[src/rtl/wb_stream_writer.sv]
// Drains a valid/ready byte stream into single Wishbone classic write cycles, with bounded retry.
// Optional REQ timeout abort is enabled by defining WB_STREAM_WRITER_TIMEOUT_EN.
module wb_stream_writer #(
    parameter int DAT_WIDTH   = 8,
    parameter int MAX_RETRIES = 3,
    parameter int TIMEOUT     = 16
) (
    input  logic                 clk_i,
    input  logic                 rst_i,
    input  logic                 s_valid_i,
    input  logic [DAT_WIDTH-1:0] s_data_i,
    output logic                 s_ready_o,
    output logic                 cyc_o,
    output logic                 stb_o,
    output logic                 we_o,
    output logic [DAT_WIDTH-1:0] dat_o,
    input  logic                 ack_i,
    input  logic                 err_i,
    input  logic                 rty_i,
    output logic                 done_o,
    output logic                 fail_o,
    output logic [1:0]           fail_code_o,
    output logic [15:0]          done_count_o
);

    localparam int RW = (MAX_RETRIES > 0) ? $clog2(MAX_RETRIES + 1) : 1;

    typedef enum logic [1:0] {
        IDLE,
        REQ,
        BACKOFF
    } state_t;

    state_t               state_q, state_d;
    logic                 cyc_q, cyc_d;
    logic [DAT_WIDTH-1:0] dat_q, dat_d;
    logic [RW-1:0]        retry_q, retry_d;
    logic                 done_q, done_d;
    logic                 fail_q, fail_d;
    logic [1:0]           fail_code_q, fail_code_d;
    logic [15:0]          done_count_q, done_count_d;

`ifdef WB_STREAM_WRITER_TIMEOUT_EN
    localparam int TW = $clog2(TIMEOUT);
    logic [TW-1:0]        timer_q, timer_d;
`endif

    always_comb begin
        state_d      = state_q;
        cyc_d        = cyc_q;
        dat_d        = dat_q;
        retry_d      = retry_q;
        done_d       = 1'b0;
        fail_d       = 1'b0;
        fail_code_d  = fail_code_q;
        done_count_d = done_count_q;
`ifdef WB_STREAM_WRITER_TIMEOUT_EN
        timer_d      = timer_q;
`endif
        case (state_q)
            IDLE: begin
                if (s_valid_i) begin
                    dat_d   = s_data_i;
                    retry_d = '0;
                    state_d = REQ;
                    cyc_d   = 1'b1;
`ifdef WB_STREAM_WRITER_TIMEOUT_EN
                    timer_d = '0;
`endif
                end
            end
            REQ: begin
                // err beats rty beats ack when the device raises several at once
                if (err_i) begin
                    state_d     = IDLE;
                    cyc_d       = 1'b0;
                    fail_d      = 1'b1;
                    fail_code_d = 2'b01;
                end else if (rty_i) begin
                    cyc_d = 1'b0;
                    if (retry_q == RW'(MAX_RETRIES)) begin
                        state_d     = IDLE;
                        fail_d      = 1'b1;
                        fail_code_d = 2'b10;
                    end else begin
                        state_d = BACKOFF;
                        retry_d = retry_q + 1'b1;
                    end
                end else if (ack_i) begin
                    state_d      = IDLE;
                    cyc_d        = 1'b0;
                    done_d       = 1'b1;
                    done_count_d = done_count_q + 16'd1;
                end
`ifdef WB_STREAM_WRITER_TIMEOUT_EN
                else if (timer_q == TW'(TIMEOUT - 1)) begin
                    state_d     = IDLE;
                    cyc_d       = 1'b0;
                    fail_d      = 1'b1;
                    fail_code_d = 2'b11;
                end else begin
                    timer_d = timer_q + 1'b1;
                end
`endif
            end
            BACKOFF: begin
                state_d = REQ;
                cyc_d   = 1'b1;
`ifdef WB_STREAM_WRITER_TIMEOUT_EN
                timer_d = '0;
`endif
            end
            default: begin
                state_d = IDLE;
                cyc_d   = 1'b0;
            end
        endcase
    end

    always_ff @(posedge clk_i) begin
        if (rst_i) begin
            state_q      <= IDLE;
            cyc_q        <= 1'b0;
            dat_q        <= '0;
            retry_q      <= '0;
            done_q       <= 1'b0;
            fail_q       <= 1'b0;
            fail_code_q  <= 2'b00;
            done_count_q <= 16'd0;
`ifdef WB_STREAM_WRITER_TIMEOUT_EN
            timer_q      <= '0;
`endif
        end else begin
            state_q      <= state_d;
            cyc_q        <= cyc_d;
            dat_q        <= dat_d;
            retry_q      <= retry_d;
            done_q       <= done_d;
            fail_q       <= fail_d;
            fail_code_q  <= fail_code_d;
            done_count_q <= done_count_d;
`ifdef WB_STREAM_WRITER_TIMEOUT_EN
            timer_q      <= timer_d;
`endif
        end
    end

    // stb and we share the cycle flop: this block only ever issues single writes
    assign s_ready_o    = (state_q == IDLE) && !rst_i;
    assign cyc_o        = cyc_q;
    assign stb_o        = cyc_q;
    assign we_o         = cyc_q;
    assign dat_o        = dat_q;
    assign done_o       = done_q;
    assign fail_o       = fail_q;
    assign fail_code_o  = fail_code_q;
    assign done_count_o = done_count_q;

endmodule
[config.mk]
export PLATFORM = sky130hd
export DESIGN_NAME = wb_stream_writer
export DESIGN_NICKNAME = d
export VERILOG_FILES = /design/src/rtl/wb_stream_writer.sv
export SDC_FILE = /design/constraint.sdc
export NUM_CORES = 1
export LEC_CHECK = 0
export CAP_MARGIN = 20
export CELL_PAD_IN_SITES_DETAIL_PLACEMENT = 1
export CELL_PAD_IN_SITES_GLOBAL_PLACEMENT = 1
export CORE_MARGIN = 5
export CORE_UTILIZATION = 33
export CTS_BUF_LIST = sky130_fd_sc_hd__clkbuf_16
export DETAILED_ROUTE_END_ITERATION = 10
export PLACE_DENSITY_LB_ADDON = 0.1
export SETUP_SLACK_MARGIN = 0.5
export SYNTH_ARGS = -nofsm -noshare
export SYNTH_HDL_FRONTEND = slang
export SYNTH_SLANG_ARGS = --single-unit
[constraint.sdc]
create_clock -name clk_i -period 2.1 [get_ports clk_i]
set_input_delay 0.21 -clock clk_i [delete_from_list [all_inputs] [get_ports clk_i]]
set_output_delay 0.21 -clock clk_i [all_outputs]
set_load 0.1 [all_outputs]
==> metrics.yaml, run 1 <==
status: "complete, no violations"
die-width_um: 75.37
viasPerCell: 5.219
dp_cells: 255
ys_top_cells_by_count: "dfxtp_1 (33), nand2_1 (24), a21oi_1 (20)"
hpwl_um: 3007
power_mw: 1.571
netlist.area_leader.share_pct: 46.85
pwr-share-seq_pct: 40.8
pwr-share-comb_pct: 16.7
cp-startpoint: "done_count_o[0]"
ios: 46
syn_nets: 180
cts_buffers: 5
final_hold_viol_count: 0
instances_no_fill: 265
htreeDepth: 2
insertion_delay_ns: 0.27
rr_startpoint: "done_count_o[0]"
crit_arrival_ns: 1.73
syn_area_um2: 1410
ys_types: 34
ys_ff_latch: 33
finalWeightedCongestion: 0.7668
cp_data_required_time_ns: 2.29
drc_errors: 0
antenna_found_initial: 0
maxCapViolCount: 0
vdd.ir_drop.worst_mv: 0.3979
cts_buffer_depth: 2
endpoint_kind: "flip-flop"
slew_viol_final: 0
ant_nets: 0
grt_pass1_vias: 1474
final_layout_size_suffix_gt1_share_pct: 34.88
synth-main-ff-cell: "dfxtp_1"
wirelength_um: 3923
fin_crit_sh_pct: 73.36
pwr-share-clk_pct: 42.6
fp.coreArea_um2: 4058
n_antenna_cell: 0
initial_core_util_pct: 34.75
drt_first_iter_violations: 28
fp-row-count: 23
cts-root-buf: "clkbuf_16"
grt_pass1_wl_um: 6624
die_y_um: 75.37
finalSetupViolations: 0
grt_max_degree: 18
dr.pass1.iters: 4
fp.dieArea_um2: 5681
final_nets: 230
hold_start: "dat_o[0]"
power.switching_mw: 0.4430
overflow: 0
grtUsageTotal_pct: 15.05
cp-start-kind: "flip-flop"
cts_tree: "done"
setup_tns_ns: 0
synthTopCellsByArea: "dfxtp_1 (47%), a21oi_1 (7.1%), nand2_1 (6.4%)"
async_flop_share_pct: 0
fillerInstances: 471
yosys.area.top_type: "dfxtp_1"
critical_path_class: "flip-flop to flip-flop"
path_max_fanout: 7
synth.most_common_cell: "dfxtp_1"
worst_slack_ns: 0.5595
rsz0062_at_grt: "yes"
worstMarginPinSlew_ns: 0.3106
maxClockFrequency_mhz: 649.2
synthToLayoutAreaGrowth_pct: 48.89
synth_seq_area_share_pct: 46.85
io_buffers: 45
ys_warn_count: 0
period_minus_slack_ns: 1.540
synth-edff-count: 0
fin_worst_skew_ns: 0.004282
clk_pin_slew_ns: 0.05
p_int_mw: 1.128
wl_per_cell_um: 14.80
synthCells: 164
hp-class: "flip-flop to flip-flop"
leakage_nw: 0.8275
pre_cts_slack_ns: 0.1535
p_per_area_nw_per_um2: 748.4
max_slew_margin_pct: 79.02
cts_sinks: 33
power.share.switching_pct: 28.19
synth_area_per_cell_um2: 8.598
vias: 1383
[cell families after synthesis]
family,after synthesis,share of synthesized area (%)
simple gates,75,28.48
flops,33,46.85
compound gates,32,13.04
buf+inv,13,4.170
xor+xnor,8,4.969
fa+ha+maj,2,1.774
mux,1,0.7099
[area by class of cell]
cell class,instances,area [um^2],area share [%]
Multi-Input combinational cell,118,728.2,34.68
Tap cell,50,62.56,2.980
Inverter,2,7.507,0.3576
Clock buffer,5,125.1,5.959
Timing Repair Buffer,54,447.9,21.33
Clock inverter,3,12.51,0.5959
Sequential cell,33,715.7,34.09
[worst paths after layout]
check	end	cells after the start	slack, ns
hold / removal	dat_o[0]	2	0.46
setup / recovery	done_count_o[14]	5	0.56
setup reg to reg	done_count_o[14]	5	0.56
hold reg to reg	dat_o[0]	2	0.46
[power by group through the flow]
stage | combinational, mW | clock [mW] | sequential (mW)
2_1_floorplan | 0.0945 | 0 | 0.747
3_3_place_gp | 0.259 | 0 | 0.653
3_5_place_dp | 0.265 | 0 | 0.655
4_1_cts | 0.264 | 0.690 | 0.641
5_1_grt | 0.276 | 0.714 | 0.642
6_report | 0.262 | 0.669 | 0.640
[worst max-delay path: stages, from the launching register on]
cell and delay [ns]:
dfxtp_4 0.38, ha_4 0.14, and4_1 0.24, nand4_2 0.19
or3_1 0.37, a21oi_1 0.14
[placed cells by master (no fill, tap or decap), types with 3 or more instances in the layout]
cell type / count
clkbuf_16: 5
dfxtp_4: 13
nand2_1: 24
or4_1: 4
o21ai_0: 3
dfxtp_2: 5
nand3_1: 6
nand4_1: 7
xor2_1: 7
clkdlybuf4s50_1: 11
o31ai_1: 4
dfxtp_1: 15
or3_1: 3
nor2_1: 14
and2_1: 3
buf_4: 40
a21oi_1: 19
[registers in the layout, summed over array words and instances (netlist names)]
| name | cells |
|---|---|
| done_count_o | 16 |
| dat_o | 8 |
| fail_code_o | 2 |
| retry_q | 2 |
| state_q | 2 |
| cyc_o | 1 |
| done_o | 1 |
| fail_o | 1 |
[metal layers]
layer	part of all wire (%)	global-route usage [%]	vias up	wire, um
met3	6.7	4.881	7	264
met4	1.4	5.049	0	53
met5	0	0	-	0
met2	49	26.17	42	1926
met1	43	17.39	658	1680
li1	-	-	676	-
[per-stage QoR]
step	util, %	hold WS [ns]	instance area [um^2]
2_1_floorplan	-	0.3460	1495
3_3_place_gp	47.70	0.4430	1936
6_report	51.74	0.4632	2100
4_1_cts	51.43	0.4647	2087
3_5_place_dp	47.70	0.4568	1936
5_1_grt	51.74	0.4861	2100
[timing repair]
item                       in CTS  in global routing
hold buffers                    0                  0
setup endpoints to repair       8                  9
gates resized for setup         6                  2
buffers inserted                1                  1
pin swaps                       2                  1
Power figures use the tool's default switching activity.
==> run 2, diff against run 1 <==
- clock period: 2.1 -> 1.5 ns (I/O delays scaled with it)
==> run 2 against run 1 <==
The flow now finishes with violations (setup timing); clock power rose by 66%; die area did not move; setup slack got worse by 0.82 ns; combinational power rose by 110%; critical endpoint is now done_count_o[10].
==> metrics.yaml, run 2 (synthesis gave the netlist of run 1 again) <==
critical_path_class: "flip-flop to flip-flop"
io_buffers: 45  # unchanged
max_slew_margin_pct: 73.30  # -5.7 points
fp.dieArea_um2: 5681  # unchanged
fin_crit_sh_pct: 117.6  # +44 points
grt_pass1_vias: 1809  # +23%
n_antenna_cell: 0  # unchanged
initial_core_util_pct: 34.75  # unchanged
die-width_um: 75.37  # unchanged
cts-root-buf: "clkbuf_16"
final_cell_mix: "buf_12 (32), buf_4 (22), nand2_1 (19)"
instances_no_fill: 295  # +11%
fin_worst_skew_ns: 0.004621  # +0.0003381 ns
maxClockFrequency_mhz: 566.9  # -13%
final_nets: 260  # +13%
dp_cells: 268  # +5.1%
final_hold_viol_count: 0  # unchanged
wl_per_cell_um: 26.95  # +82%
htreeDepth: 2  # unchanged
antenna_found_initial: 0  # unchanged
fp.coreArea_um2: 4058  # unchanged
ant_nets: 0  # unchanged
drc_errors: 0  # unchanged
maxCapViolCount: 0  # unchanged
final_layout_size_suffix_gt1_share_pct: 64.08  # +29 points
cts_tree: "done"
finalSetupViolations: 17  # +17
fp-row-count: 23  # unchanged
ios: 46  # unchanged
overflow: 0  # unchanged
hp-class: "input pin to flip-flop"
path_max_fanout: 7  # unchanged
violations: "setup timing"
wirelength_um: 7949  # +100%
clk_pin_slew_ns: 0.06  # about the same
hpwl_um: 3416  # +14%
insertion_delay_ns: 0.28  # about the same
finalWeightedCongestion: 0.7873  # +2.7%
fillerInstances: 358  # -24%
vdd.ir_drop.worst_mv: 0.6959  # +75%
rsz0062_at_grt: "yes"
cp-start-kind: "flip-flop"
dr.pass1.iters: 4  # unchanged
drt_first_iter_violations: 135  # +380%
largest_register_ffs: 16  # unchanged
status: "finished with violations"
p_per_area_nw_per_um2: 826.5  # +10%
grtUsageTotal_pct: 23.69  # +8.6 points
final_common_cell: "buf_12"
worstMarginPinSlew_ns: 0.3963  # +0.08568 ns
grt_pass1_wl_um: 9811  # +48%
slew_viol_final: 0  # unchanged
cts_buffer_depth: 2  # unchanged
leakage_nw: 1.191  # +44%
vias: 1701  # +23%
endpoint_kind: "flip-flop"
synthToLayoutAreaGrowth_pct: 120.1
cts_sinks: 33  # unchanged
worst_slack_ns: -0.2638  # -0.8234 ns
power_mw: 2.566  # +63%
die_y_um: 75.37  # unchanged
cts_buffers: 5  # unchanged
period_minus_slack_ns: 1.764  # +0.2234 ns
crit_arrival_ns: 1.91  # +0.18 ns
cp_data_required_time_ns: 1.65  # -0.64 ns
viasPerCell: 5.766  # +10%
grt_max_degree: 18  # unchanged
-- run 2: cell count changes in the layout (fill, tap and decap cells not counted), sizes merged --
| cell | before | now |
|---|---|---|
| clkinv | 3 | 1 |
| dlymetal6s2s | 0 | 2 |
| clkdlybuf4s50 | 11 | 10 |
| inv | 2 | 3 |
| buf | 41 | 71 |
| dlygate4sd2 | 2 | 1 |
| clkbuf | 5 | 6 |
-- run 2: per-stage QoR --
step | worst slack (ns) | hold WS, ns | TNS, ns | instance area (um^2) | utilization, %
2_1_floorplan | -0.2098 | 0.2785 | -1.084 | 1524 | -
3_3_place_gp | -0.3263 | 0.4547 | -3.351 | 2441 | 60.16
3_5_place_dp | -0.4000 | 0.4743 | -4.474 | 2441 | 60.16
4_1_cts | -0.06471 | 0.4262 | -0.3172 | 2855 | 70.37
5_1_grt | -0.3230 | 0.4265 | -3.216 | 3104 | 76.50
6_report | -0.2638 | 0.4125 | -1.950 | 3104 | 76.50
-- run 2: area by class of cell --
cell class / count / area, um^2 / share of cell area, %
clock buffers: 6 / 150.1 / 4.837
multi-input cells: 118 / 1002 / 32.29
inverters: 2 / 7.507 / 0.2418
clock inverters: 2 / 7.507 / 0.2418
repair buffers: 84 / 1135 / 36.56
flip-flops and latches: 33 / 739.5 / 23.82
well taps: 50 / 62.56 / 2.015
-- run 2: power breakdown --
| group | total (mW) | internal (mW) | switching, mW | leakage [nW] |
|---|---|---|---|---|
| registers | 0.908 | 0.878 | 0.0307 | 0.288 |
| logic | 0.545 | 0.210 | 0.334 | 0.822 |
| clock network | 1.11 | 0.705 | 0.408 | 0.0808 |
-- run 2: final timing paths --
check	start	end	slack (ns)	cells past startpoint
setup / recovery	state_q[1]	done_count_o[10]	-0.26	5
setup reg to reg	state_q[1]	done_count_o[10]	-0.26	5
hold reg to reg	dat_o[5]	dat_o[5]	0.52	2
hold / removal	ack_i	state_q[0]	0.41	5
-- run 2: critical path, cell delays in order, from the launching register on --
cell and delay, ns:
dfxtp_2 0.34, nor4b_4 0.41, buf_4 0.19, nand4_4 0.14
o21ai_0 0.40, a21oi_1 0.14
-- run 2: what timing repair did --
| item | 4_1_cts | 5_1_grt |
|---|---|---|
| gates resized for setup | 47 | 36 |
| setup buffers | 9 | 10 |
| hold buffers | 0 | 0 |
| setup endpoints to repair | 47 | 50 |
| pin swaps | 16 | 10 |
-- run 2: layer usage --
| layer | routed length, um | vias to the layer above | GRT usage (%) |
|---|---|---|---|
| li1 | - | 741 | - |
| met4 | 335 | 0 | 8.932 |
| met3 | 453 | 29 | 5.937 |
| met2 | 4109 | 79 | 43.62 |
| met5 | 0 | - | 0 |
| met1 | 3051 | 852 | 25.99 |
